==> src/rtl/oc_nco.sv <==
// rtl/oc_nco.sv - numerically controlled oscillator, 10-bit signed sine output
module oc_nco #(
    parameter int ACC_WIDTH  = 16,
    parameter int PHASE_BITS = 8,
    parameter int OUT_WIDTH  = 10
) (
    input  logic                        clk,
    input  logic                        reset_n,
    input  logic                        clken,
    input  logic [ACC_WIDTH-1:0]        phi_inc_i,
    output logic signed [OUT_WIDTH-1:0] fsin_o,
    output logic                        out_valid
);

    localparam int QBITS = PHASE_BITS - 2;

    logic [ACC_WIDTH-1:0]        acc;
    logic [PHASE_BITS-1:0]       phase;
    logic [QBITS:0]              qidx;
    logic [OUT_WIDTH-2:0]        mag;
    logic signed [OUT_WIDTH-1:0] amp;
    logic signed [OUT_WIDTH-1:0] stage1;
    logic                        primed;

    // round(511*sin(2*pi*k/256)) for k = 0..64, rounded half away from zero
    function automatic logic [8:0] quarter_sine(input logic [6:0] k);
        case (k)
            7'd0:  quarter_sine = 9'd0;   7'd1:  quarter_sine = 9'd13;
            7'd2:  quarter_sine = 9'd25;  7'd3:  quarter_sine = 9'd38;
            7'd4:  quarter_sine = 9'd50;  7'd5:  quarter_sine = 9'd63;
            7'd6:  quarter_sine = 9'd75;  7'd7:  quarter_sine = 9'd87;
            7'd8:  quarter_sine = 9'd100; 7'd9:  quarter_sine = 9'd112;
            7'd10: quarter_sine = 9'd124; 7'd11: quarter_sine = 9'd136;
            7'd12: quarter_sine = 9'd148; 7'd13: quarter_sine = 9'd160;
            7'd14: quarter_sine = 9'd172; 7'd15: quarter_sine = 9'd184;
            7'd16: quarter_sine = 9'd196; 7'd17: quarter_sine = 9'd207;
            7'd18: quarter_sine = 9'd218; 7'd19: quarter_sine = 9'd230;
            7'd20: quarter_sine = 9'd241; 7'd21: quarter_sine = 9'd252;
            7'd22: quarter_sine = 9'd263; 7'd23: quarter_sine = 9'd273;
            7'd24: quarter_sine = 9'd284; 7'd25: quarter_sine = 9'd294;
            7'd26: quarter_sine = 9'd304; 7'd27: quarter_sine = 9'd314;
            7'd28: quarter_sine = 9'd324; 7'd29: quarter_sine = 9'd334;
            7'd30: quarter_sine = 9'd343; 7'd31: quarter_sine = 9'd352;
            7'd32: quarter_sine = 9'd361; 7'd33: quarter_sine = 9'd370;
            7'd34: quarter_sine = 9'd379; 7'd35: quarter_sine = 9'd387;
            7'd36: quarter_sine = 9'd395; 7'd37: quarter_sine = 9'd403;
            7'd38: quarter_sine = 9'd410; 7'd39: quarter_sine = 9'd418;
            7'd40: quarter_sine = 9'd425; 7'd41: quarter_sine = 9'd432;
            7'd42: quarter_sine = 9'd438; 7'd43: quarter_sine = 9'd445;
            7'd44: quarter_sine = 9'd451; 7'd45: quarter_sine = 9'd456;
            7'd46: quarter_sine = 9'd462; 7'd47: quarter_sine = 9'd467;
            7'd48: quarter_sine = 9'd472; 7'd49: quarter_sine = 9'd477;
            7'd50: quarter_sine = 9'd481; 7'd51: quarter_sine = 9'd485;
            7'd52: quarter_sine = 9'd489; 7'd53: quarter_sine = 9'd492;
            7'd54: quarter_sine = 9'd496; 7'd55: quarter_sine = 9'd499;
            7'd56: quarter_sine = 9'd501; 7'd57: quarter_sine = 9'd503;
            7'd58: quarter_sine = 9'd505; 7'd59: quarter_sine = 9'd507;
            7'd60: quarter_sine = 9'd509; 7'd61: quarter_sine = 9'd510;
            7'd62: quarter_sine = 9'd510; 7'd63: quarter_sine = 9'd511;
            7'd64: quarter_sine = 9'd511;
            default: quarter_sine = 9'd0;
        endcase
    endfunction

    assign phase = acc[ACC_WIDTH-1 -: PHASE_BITS];

    // Quadrants 1 and 3 read the table backwards; the upper half-wave is negated.
    always_comb begin
        qidx = {1'b0, phase[QBITS-1:0]};
        if (phase[QBITS])
            qidx = (QBITS+1)'(1 << QBITS) - {1'b0, phase[QBITS-1:0]};
        mag = quarter_sine(qidx);
        amp = phase[PHASE_BITS-1] ? -$signed({1'b0, mag}) : $signed({1'b0, mag});
    end

    always_ff @(posedge clk) begin
        if (!reset_n) begin
            acc       <= '0;
            stage1    <= '0;
            fsin_o    <= '0;
            primed    <= 1'b0;
            out_valid <= 1'b0;
        end else if (clken) begin
            acc       <= acc + phi_inc_i;
            stage1    <= amp;
            fsin_o    <= stage1;
            primed    <= 1'b1;
            out_valid <= primed;
        end
    end

endmodule

==> config.mk <==
export PLATFORM = sky130hd
export DESIGN_NAME = oc_nco
export DESIGN_NICKNAME = d
export VERILOG_FILES = /design/src/rtl/oc_nco.sv
export SDC_FILE = /design/constraint.sdc
export NUM_CORES = 1
export LEC_CHECK = 0
export BUFFER_PORTS_ARGS = -buffer_cell sky130_fd_sc_hd__buf_2
export CAP_MARGIN = 10
export CORE_MARGIN = 5
export CORE_UTILIZATION = 25
export CTS_CLUSTER_DIAMETER = 50
export DETAILED_ROUTE_END_ITERATION = 12
export GPL_TIMING_DRIVEN = 1
export SLEW_MARGIN = 0
export SYNTH_ARGS = -nofsm -noshare
export SYNTH_HDL_FRONTEND = slang
export SYNTH_SLANG_ARGS = --single-unit
==> constraint.sdc <==
create_clock -name clk -period 3.91 [get_ports clk]
set_input_delay 0.391 -clock clk [delete_from_list [all_inputs] [get_ports clk]]
set_output_delay 0.391 -clock clk [all_outputs]
set_load 0.01 [all_outputs]
Word level (Yosys, flattened, before mapping):

Memory sizes are Yosys's and may differ from the RTL's.
Index checks and enable logic that the tools add are counted.

* memories kept: 1
* register bits after elaboration: 38
* ROM bits: 1152
* output and inout bits: 11

Memories
* (no name shown): depth 128, width 9, rd ports 1, clocked after Yosys merged registers in 0, write ports 0, line 27 `case (k)`

* add/subtract/negate cells: 3
* multiplexer cells: 2

Operators by type and width (count)
* 16-bit adder: 1
* 10-bit 2-to-1 mux: 1
* 9-bit negation with 10-bit output: 1
* 7-bit 2-to-1 mux: 1
* 7-bit by 6-bit subtractor with 7-bit output (first input constant): 1

Depth between registers and ports, before layout:

An unclocked memory read counts as a cell.

* depth in word-level cells: 5
* mapped depth: 19
* mapped depth without buffers: 18

Worst setup path after synthesis:

Ideal clock, no wire load.

* path type: register to register
* from: register acc[8]
* to: register stage1[6]
* buffers on the path: 1
* data arrival time: 3.815 ns
* slack: -0.037 ns
* setup time: 0.132 ns
* cell stages (with the launch flop): 20
* required time: 3.778 ns
* cells stage by stage: dfxtp_1 buf_4 inv_1 ha_1 nand2_1 o21ai_0 inv_1 ha_1 mux2_2 o22ai_1 a211oi_1 a31oi_1 o21ai_0 a211oi_1 inv_1 ha_1 inv_1 or4b_1 mux2i_1 a21oi_1

* cells in the longest elaborated chain, start to end: 5

Ends and longest elaborated chain
* from (decl): line 17 `logic [ACC_WIDTH-1:0] acc;`
* from (signal assigned): line 84 `acc <= acc + phi_inc_i;`
* 7-bit by 6-bit subtractor with 7-bit output: line 71 `qidx = (QBITS+1)'(1 << QBITS) - {1'b0, phase[QBITS-1:0]};`
* 7-bit 2-to-1 mux *: line 70 `if (phase[QBITS])`
* memory 128 x 9 bit *
* 9-bit negation with 10-bit output: line 73 `amp = phase[PHASE_BITS-1] ? -$signed({1'b0, mag}) : $signed({1'b0, mag});`
* 10-bit 2-to-1 mux *: line 73
* to (signal assigned): line 85 `stage1 <= amp;`
* to (decl): line 22 `logic signed [OUT_WIDTH-1:0] stage1;`

Every way passes the cells marked *; elsewhere a longest branch is shown, timed or not.
A chain may end at the register's enable or synchronous reset.

Worst setup path after layout:

Same ends and word-level chain as after synthesis.

==> impl_metrics.csv <==
group,metric,value,unit
run_status,status,"finished, final reports clean",
critical_path,cp-end-kind,"flop",
global_routing,overflow,0,
logic_synthesis,yosys.area.top_type,"dfxtp_1",
placed_design,place_area,0.00413,mm^2
placed_design,place_congestion,0.909,
final_layout,syn_to_final_growth,16.2,%
pwr,power.density,589,mW/mm^2
global_routing,antenna_found_initial,0,
sta,slew_headroom,0.556,
logic_synthesis,synth_ff_type,"dfxtp_1",
sta,fin_crit_sh,0.933,
logic_synthesis,synth.distinct_cells,81,
die,dieHeight,132,um
logic_synthesis,synth_enable_flop_cells,0,
drt,first_pass_iters,5,
pwr,power,2.55,mW
critical_path,required,4.04,ns
sta,worst_slack,0.261,ns
logic_synthesis,synth_nets,521,
sta,setup_tns,0,ns
pwr,vdd_ir_drop_max,0.236,mV
critical_path,crit_type,"reg -> reg",
clock_network,clock_path_buffers,2,
drt,avgViaCountPerCell,5.37,
critical_path,crit_path_start_kind,"flop",
min_path,hold_path_class,"reg -> reg",
final_layout,n_fill_cell,1539,
sta,setup_viol,0,
placed_design,io_buffers,29,
drt,ant_nets,0,
placed_design,dp_hpwl,7720,um
clock_network,cts_made_buffers,5,
drt,wl_met3,530,um
global_routing,grt_start_max_net_pins,40,
sta,timing.fmax,0.274,GHz
drt,wl_per_cell,15.0,um
global_routing,grt_use_total,0.115,
sta,worstMarginPinSlew,0.664,ns
drt,routed_wl,10300,um
drt,top_layer_used,"met4",
placed_design,post-place-cells,678,
sta,post-route-min-period,3.65,ns
global_routing,grt_pass1_vias,3492,
final_layout,nets,550,
sta,timing.final.max_slew_violations,0,
die,ios,30,
flow_run,cap_violations,0,
clock_network,clk_pin_slew,0.06,ns
die,die_area,0.0174,mm^2
drt,num_vias,3681,
die,placement_rows,44,
logic_synthesis,synthTopCellsByArea,"dfxtp_1, ha_1, mux2i_1, nor2_1, a21oi_1",
global_routing,grt_pass1_wl,17300,um
logic_synthesis,synth_top_area_share,0.204,
clock_network,post_cts_buffers,0,
die,core,0.0146,mm^2
placed_design,place_ws,0.314,ns
die,die_w,132,um
logic_synthesis,syn_area_per_cell,7.89,um^2
drt,wl_met1,4800,um
logic_synthesis,seq_area_frac_synth,0.204,
clock_network,insertion_delay,0.29,ns
drt,drt_iter0_markers,299,
final_layout,drive_above_1_share,0.167,
clock_network,cts_hold_buf,0,
clock_network,post_cts_resized,0,
pwr,leakage,1.81,nW
clock_network,cts.sinks,38,
drt,post-route-drc-count,0,
sta,hold_viol_final,0,
logic_synthesis,ys_seq_elements,38,
drt,wl_met2,4780,um
final_layout,n_antenna_cell,0,
logic_synthesis,syn_area,0.00372,mm^2
logic_synthesis,synth_most_common_cell,"nor2_1",
final_layout,final_cells,686,
sta,finClkSkew,0.00744,ns
logic_synthesis,ys_warn_count,0,
clock_network,cts_tree,"built",
clock_network,htreeDepth,2,
logic_synthesis,syn-instance-count,472,
logic_synthesis,synthArstFlopShare,0,
logic_synthesis,synth_commonest_cells,"nor2_1, dfxtp_1, mux2i_1",
clock_network,root_buffer,"clkbuf_16",
critical_path,arrival,3.78,ns
critical_path,critPathMaxFanout,5,
sta,rsz0062_at_grt,"false",
die,start_util,0.255,
final_layout,stdcell_area,0.00433,mm^2
worst paths after layout:
check,startpoint,end,slack (ns),cells past startpoint
worst max-delay path,acc[8],stage1[6],0.26,14
worst min register to register,stage1[2],stage1[2],0.46,2
worst min-delay path,stage1[2],stage1[2],0.46,2
worst max register to register,acc[8],stage1[6],0.26,14
cell families after synthesis:
| family | share of synthesized area |
|---|---|
| buffers and inverters | 0.0622 |
| flip-flops | 0.204 |
| AND/OR/NAND/NOR | 0.238 |
| AO/OA/AOI/OAI | 0.263 |
| adder cells (fa/ha/maj) | 0.103 |
| XOR/XNOR | 0.0397 |
| multiplexers | 0.0904 |
placed cells by master, fill, tap and decap left out, types with 10 or more instances in the layout:
| master | instances |
|---|---|
| buf_4 | 25 |
| a21oi_1 | 27 |
| buf_2 | 29 |
| nor2_1 | 59 |
| xnor2_1 | 10 |
| o21ai_0 | 15 |
| nand2_1 | 20 |
| dfxtp_1 | 38 |
| nand3_1 | 16 |
| inv_1 | 18 |
| nand2b_1 | 12 |
| a211oi_1 | 13 |
| mux2i_1 | 31 |
| nor3_1 | 10 |
| ha_1 | 29 |
critical path, cell delays in order (launching register included):
cell and delay (ns):
dfxtp_1 0.33, inv_1 0.07, ha_1 0.31, nand2_1 0.07, o21ai_1 0.14, ha_1 0.43, inv_1 0.06, a2111oi_1 0.41
a211oi_1 0.10, o31ai_1 0.38, a22oi_1 0.21, a41oi_2 0.26, or4b_1 0.48, mux2i_1 0.16, a21oi_1 0.08
sequential cells by signal, indices dropped and copies added, names as in the netlist:
name       count
acc           16
fsin_o        10
stage1        10
out_valid      1
primed         1
routing by layer:
layer	GRT usage	vias to the layer above
li1	-	1813
met1	0.156	1737
met2	0.186	109
met3	0.0240	22
met4	0.0297	0
met5	0	-
stage by stage:
| stage | util | hold slack, ns |
|---|---|---|
| 2_1_floorplan | - | 0.434 |
| 3_3_place_gp | 0.283 | 0.447 |
| 3_5_place_dp | 0.283 | 0.460 |
| 4_1_cts | 0.296 | 0.469 |
| 5_1_grt | 0.297 | 0.483 |
| 6_report | 0.297 | 0.464 |
layout make-up:
class / instances / area, um^2 / share of cell area
clock inverter: 2 / 60.1 / 0.0139
clock buffer: 6 / 139 / 0.0321
inverter: 19 / 71.3 / 0.0165
multi-input combinational: 383 / 2730 / 0.632
timing repair buffer: 54 / 333 / 0.0769
tap: 184 / 230 / 0.0532
sequential: 38 / 761 / 0.176
where the power goes:
part	internal, mW	switching, mW	total [mW]
logic	0.615	0.874	1.49
clock network	0.383	0.160	0.543
registers	0.459	0.0596	0.518
No activity file was read; power rests on OpenSTA's default activity.
